File: src/rtl/list_pkg.sv
// Shared definitions for the list command front-end: opcodes, controller
// state encoding and the width of a list result word.
package list_pkg;

    localparam logic [2:0] OP_READ      = 3'd0;
    localparam logic [2:0] OP_WRITE     = 3'd1;
    localparam logic [2:0] OP_FIND_ALL  = 3'd2;
    localparam logic [2:0] OP_FIND_1ST  = 3'd3;
    localparam logic [2:0] OP_SUM       = 3'd4;
    localparam logic [2:0] OP_SORT_ASC  = 3'd5;
    localparam logic [2:0] OP_SORT_DES  = 3'd6;

    typedef enum logic [1:0] {
        ST_IDLE  = 2'd0,
        ST_ISSUE = 2'd1,
        ST_WAIT  = 2'd2,
        ST_RESP  = 2'd3
    } ctrl_state_t;

    function automatic int result_width(input int length, input int data_width);
        return $clog2(length + 1) + data_width;
    endfunction

    function automatic logic op_known(input logic [2:0] op);
        case (op)
            OP_READ, OP_WRITE, OP_FIND_ALL, OP_FIND_1ST,
            OP_SUM, OP_SORT_ASC, OP_SORT_DES: return 1'b1;
            default:                          return 1'b0;
        endcase
    endfunction

    // Only single-entry accesses carry an index the list will dereference.
    function automatic logic op_needs_index(input logic [2:0] op);
        return (op == OP_READ) || (op == OP_WRITE);
    endfunction

endpackage

File: src/rtl/list_cmd_timeout.sv
// WAIT-state watchdog: counts enabled cycles since clear and flags the cycle on
// which the count reaches LIMIT. Instantiated only under LIST_CMD_TIMEOUT_EN.
module list_cmd_timeout #(
    parameter int LIMIT = 64
) (
    input  logic clk,
    input  logic rst,
    input  logic clear,
    input  logic enable,
    output logic expired
);

    localparam int            CW   = $clog2(LIMIT + 1);
    localparam logic [CW-1:0] LAST = CW'(LIMIT - 1);
    localparam logic [CW-1:0] MAX  = CW'(LIMIT);

    logic [CW-1:0] count;

    always_ff @(posedge clk or negedge rst) begin
        if (!rst) begin
            count <= '0;
        end else if (clear) begin
            count <= '0;
        end else if (enable && (count != MAX)) begin
            count <= count + CW'(1);
        end
    end

    // Fires during the WAIT cycle whose increment brings the count to LIMIT.
    assign expired = enable && (count == LAST);

endmodule

File: src/rtl/list_cmd_ctrl.sv
// Command front-end for the list block: one outstanding op, local range check,
// response hand-back. Optional WAIT watchdog under LIST_CMD_TIMEOUT_EN.
module list_cmd_ctrl
    import list_pkg::*;
#(
    parameter int DATA_WIDTH     = 32,
    parameter int LENGTH         = 8,
    parameter int TIMEOUT_CYCLES = 64
) (
    input  logic                                         clk,
    input  logic                                         rst,
    input  logic                                         cmd_valid,
    output logic                                         cmd_ready,
    input  logic [2:0]                                   cmd_op,
    input  logic [DATA_WIDTH-1:0]                        cmd_data,
    input  logic [$clog2(LENGTH+1)-1:0]                  cmd_index,
    output logic [2:0]                                   op_sel,
    output logic                                         op_en,
    output logic [DATA_WIDTH-1:0]                        data_in,
    output logic [$clog2(LENGTH+1)-1:0]                  index_in,
    input  logic [result_width(LENGTH, DATA_WIDTH)-1:0]  data_out,
    input  logic                                         op_done,
    input  logic                                         op_error,
    output logic                                         rsp_valid,
    input  logic                                         rsp_ready,
    output logic [result_width(LENGTH, DATA_WIDTH)-1:0]  rsp_data,
    output logic                                         rsp_error,
    output logic                                         rsp_timeout
);

    localparam int            IW          = $clog2(LENGTH + 1);
    localparam int            RW          = result_width(LENGTH, DATA_WIDTH);
    localparam logic [IW-1:0] INDEX_LIMIT = IW'(LENGTH);

    ctrl_state_t state, state_next;

    logic [2:0]            op_q;
    logic [DATA_WIDTH-1:0] data_q;
    logic [IW-1:0]         index_q;
    logic [RW-1:0]         rsp_data_q;
    logic                  rsp_error_q;

    logic cmd_bad;
    logic load_cmd;
    logic cap_list;
    logic cap_local;
    logic cap_timeout;
    logic timeout_hit;

    assign cmd_bad = !op_known(cmd_op) || (op_needs_index(cmd_op) && (cmd_index >= INDEX_LIMIT));

    always_ff @(posedge clk or negedge rst) begin
        if (!rst) state <= ST_IDLE;
        else      state <= state_next;
    end

    always_comb begin
        // NOTE: every output of this block is defaulted first so no path can infer a latch.
        state_next  = state;
        cmd_ready   = 1'b0;
        op_en       = 1'b0;
        rsp_valid   = 1'b0;
        load_cmd    = 1'b0;
        cap_list    = 1'b0;
        cap_local   = 1'b0;
        cap_timeout = 1'b0;
        case (state)
            ST_IDLE: begin
                // Reset forces IDLE asynchronously, so gate ready with rst to keep it low while held.
                cmd_ready = rst;
                if (cmd_valid && rst) begin
                    load_cmd = 1'b1;
                    if (cmd_bad) begin
                        cap_local  = 1'b1;
                        state_next = ST_RESP;
                    end else begin
                        state_next = ST_ISSUE;
                    end
                end
            end
            ST_ISSUE: begin
                op_en      = 1'b1;
                state_next = ST_WAIT;
            end
            ST_WAIT: begin
                if (op_done) begin
                    cap_list   = 1'b1;
                    state_next = ST_RESP;
                end else if (timeout_hit) begin
                    cap_timeout = 1'b1;
                    state_next  = ST_RESP;
                end
            end
            ST_RESP: begin
                rsp_valid = 1'b1;
                if (rsp_ready) state_next = ST_IDLE;
            end
            default: state_next = ST_IDLE;
        endcase
    end

    always_ff @(posedge clk or negedge rst) begin
        if (!rst) begin
            op_q        <= '0;
            data_q      <= '0;
            index_q     <= '0;
            rsp_data_q  <= '0;
            rsp_error_q <= 1'b0;
        end else begin
            if (load_cmd) begin
                op_q    <= cmd_op;
                data_q  <= cmd_data;
                index_q <= cmd_index;
            end
            if (cap_list) begin
                rsp_data_q  <= data_out;
                rsp_error_q <= op_error;
            end else if (cap_local || cap_timeout) begin
                rsp_data_q  <= '0;
                rsp_error_q <= 1'b1;
            end
        end
    end

    assign op_sel    = op_q;
    assign data_in   = data_q;
    assign index_in  = index_q;
    assign rsp_data  = rsp_data_q;
    assign rsp_error = rsp_error_q;

`ifdef LIST_CMD_TIMEOUT_EN
    logic rsp_timeout_q;

    list_cmd_timeout #(
        .LIMIT (TIMEOUT_CYCLES)
    ) u_timeout (
        .clk     (clk),
        .rst     (rst),
        .clear   (state == ST_ISSUE),
        .enable  (state == ST_WAIT),
        .expired (timeout_hit)
    );

    always_ff @(posedge clk or negedge rst) begin
        if (!rst)                        rsp_timeout_q <= 1'b0;
        else if (cap_list || cap_local)  rsp_timeout_q <= 1'b0;
        else if (cap_timeout)            rsp_timeout_q <= 1'b1;
    end

    assign rsp_timeout = rsp_timeout_q;
`else
    logic unused_timeout_cfg;

    assign timeout_hit        = 1'b0;
    assign rsp_timeout        = 1'b0;
    assign unused_timeout_cfg = (TIMEOUT_CYCLES > 0);
`endif

endmodule

File: config.mk
export PLATFORM = sky130hd
export DESIGN_NAME = list_cmd_ctrl
export DESIGN_NICKNAME = d
export VERILOG_FILES = /design/src/rtl/list_pkg.sv /design/src/rtl/list_cmd_timeout.sv /design/src/rtl/list_cmd_ctrl.sv
export SDC_FILE = /design/constraint.sdc
export NUM_CORES = 1
export LEC_CHECK = 0
export CORE_MARGIN = 4
export CORE_UTILIZATION = 40
export CTS_CLUSTER_SIZE = 10
export DETAILED_ROUTE_END_ITERATION = 8
export HOLD_SLACK_MARGIN = 0.02
export PLACE_DENSITY_LB_ADDON = 0.05
export SLEW_MARGIN = 20
export SYNTH_ARGS = -nofsm -noshare
export SYNTH_HDL_FRONTEND = slang
export SYNTH_SLANG_ARGS = --single-unit
export TNS_END_PERCENT = 10
File: constraint.sdc
create_clock -name clk -period 3.4 [get_ports clk]
set_input_delay 0.68 -clock clk [delete_from_list [all_inputs] [get_ports clk]]
set_output_delay 0.68 -clock clk [all_outputs]
set_load 0.01 [all_outputs]
==> metrics.md <==
| Metric | Value |
|---|---|
| Slew Limit Headroom | 59.4% |
| Yosys warnings | 0 |
| Die H | 97.7 µm |
| Synthesized area per cell | 12.1 µm² |
| Crit path capture type | output port |
| Worst-Margin Slew | 0.609 ns |
| Postcts setup bufs | 0 |
| TritonRoute pass-1 iters | 4 |
| Initial antenna violation count | 0 |
| Vias per cell | 4.72 |
| HP Class | primary input to async pin |
| Grt ovf | 0 |
| # hold bufs at CTS | 0 |
| Pwr Density | 838 nW/µm² |
| I/O pin total | 161 |
| Crit-path cells | inv_1 > ha_1 > and2_1 > clkdlybuf4s50_1 |
| Startpoint Class | flop |
| Synth Net Count | 351 |
| Static Leak | 2.14 nW |
| Clk_lat worst skew | 0.33 ns |
| Largest net degree at the start of global routing | 50 |
| Ys async rst share | 100% |
| Post-route DRC | 0 |
| DR WL/cell | 15.3 µm |
| Total CTS buffers | 9 |
| # port buffers | 159 |
| Row Count | 32 |
| N_diodes | 0 |
| Global-route wire length before repair | 13700 µm |
| Starting Density | 41.5% |
| Fin nets | 511 |
| Cell area after layout | 5050 µm² |
| CP delay by family, top | buffers and inverters |
| Fmax | 401 MHz |
| Post-synthesis cell count | 266 |
| Crit path DAT | 1.82 ns |
| Sequential-to-total area share from yosys stat | 60.6% |
| Worst path slowest cell | clkdlybuf4s50_1 |
| Reg2reg path depth | 6 |
| Post-CTS Resized | 0 |
| Vias in the first global route | 2714 |
| RSZ-0062 raised after global routing | no |
| CP max FO | 5 |
| Layout area overhead | 56.7% |
| EDFF count, synth | 0 |
| Synth cell types | 29 |
| Via Count | 2505 |
| Final Cycle Share | 73.4% |
| Mapped Area | 3220 µm² |
| Dpl hpwl | 5860 µm |
| TritonCTS clock tree | done |
| WP buf/inv | 2 |
| CTS Sinks | 78 |
| Worst Skew | 0.0112 ns |
| Fraction of layout instances using a drive strength above 1 | 19.6% |
| Total negative slack | 0 ns |
| Largest stage delay on the critical path | 0.55 ns |
| Main synth FF type | dfrtp_1 |
| Total of max-cap violations | 0 |
| Final setup vio count | 0 |
| Die X | 97.7 µm |
| Commonest non-fill, non-tap cells in the layout | 158 x clkdlybuf4s50_1, 78 x dfrtp_1, 74 x nand2_1 |
| VDD IR max | 480 µV |
| Final wirelength | 8140 µm |
| Reg clk slew, reported paths | 0.08 ns |
| Die area | 9550 µm² |
| CP Data Required Time | 2.72 ns |
| Slew Limit Fails | 0 |
| Min cycle time layout | 2.50 ns |
| Endpoints failing hold | 0 |
| Fillers | 632 |
| Final GP Congestion | 0.714 |
| Cell Area, Placed | 4870 µm² |
| Post-synthesis register bit count | 78 |
| Crit path kind | flop to output port |
| Deepest clock path buffer count | 2 |
| Final ANT Viol Nets | 0 |
| Drt initial violations | 61 |
| Gr usage total | 17.8% |
| Stages on worst setup path | 4 |
| Root Buffer | clkbuf_8 |
| Commonest non-fill, non-tap cell in the layout | clkdlybuf4s50_1 |
| H-tree levels | 3 |
| CORE AREA | 7770 µm² |
| Run status | complete, no violations |
[cell families after synthesis]
group / synth area share (%)
AO/OA/AOI/OAI: 9.28
multiplexers: 13.6
buffers and inverters: 3.96
other: 0.116
adder cells (fa/ha/maj): 1.55
flip-flops: 60.6
AND/OR/NAND/NOR: 10.9
[cells in the mapped netlist (2+ instances only)]
library cell | count | area share [%]
and2_1 | 2 | 0.39
buf_12 | 2 | 1.2
buf_2 | 6 | 0.93
buf_6 | 2 | 0.70
clkbuf_1 | 3 | 0.35
dfrtp_1 | 78 | 61
ha_1 | 4 | 1.6
inv_1 | 2 | 0.23
mux2_2 | 39 | 14
nand2_1 | 74 | 8.6
nor2b_1 | 2 | 0.39
o21ai_0 | 16 | 2.5
o21ai_2 | 20 | 5.4
[worst paths after layout]
path	start	endpoint	slack (ns)
hold reg to reg	index_in[0]	index_in[0]	0.50
hold / removal	rst	rsp_data[12]	0.42
min in group clk	index_in[0]	index_in[0]	0.50
max in group asynchronous	rst	state[0]	2.48
setup / recovery	state[1]	cmd_ready	0.90
setup reg to reg	state[0]	rsp_data[6]	1.54
[flip-flops by register name (all words and copies together), names as in the netlist]
name	count
data_in	32
index_in	4
op_sel	3
rsp_data	36
rsp_error	1
state	2
[report_power, final]
group / internal (W) / switching [W] / leakage, nW
combinational: 0.00119 / 0.000793 / 1.10
sequential: 0.00137 / 0.000221 / 0.956
clock: 0.000328 / 0.000327 / 0.0907
total: 0.00289 / 0.00134 / 2.14
[per-stage QoR]
| stage | std cells | util (%) | setup slack, ns | power [W] | hold WS (ns) |
|---|---|---|---|---|---|
| floorplan | 266 | - | 1.71 | 0.00246 | 0.384 |
| global placement | 517 | 62.7 | 0.910 | 0.00357 | 0.487 |
| detailed placement | 517 | 62.7 | 0.846 | 0.00362 | 0.493 |
| CTS | 531 | 65.0 | 0.878 | 0.00429 | 0.418 |
| global route | 531 | 65.0 | 0.768 | 0.00452 | 0.436 |
| finish | 531 | 65.0 | 0.903 | 0.00423 | 0.416 |
[metal layers]
layer | part of all wire [%] | global-route usage, % | vias to the layer above
met5 | 0 | 0 | -
met4 | 1.5 | 6.50 | 0
met3 | 9.8 | 7.14 | 10
met2 | 47 | 28.1 | 96
met1 | 41 | 22.2 | 1195
li1 | - | - | 1204
[area by class of cell]
type	count	area, µm²	share of cell area, %
flip-flops and latches	78	1950	38.7
repair buffers	165	1630	32.4
multi-input cells	170	1150	22.8
well taps	102	128	2.53
clock buffers	9	124	2.45
clock inverters	5	52.6	1.04
inverters	2	7.51	0.149
(Power assumes the default switching activity.)
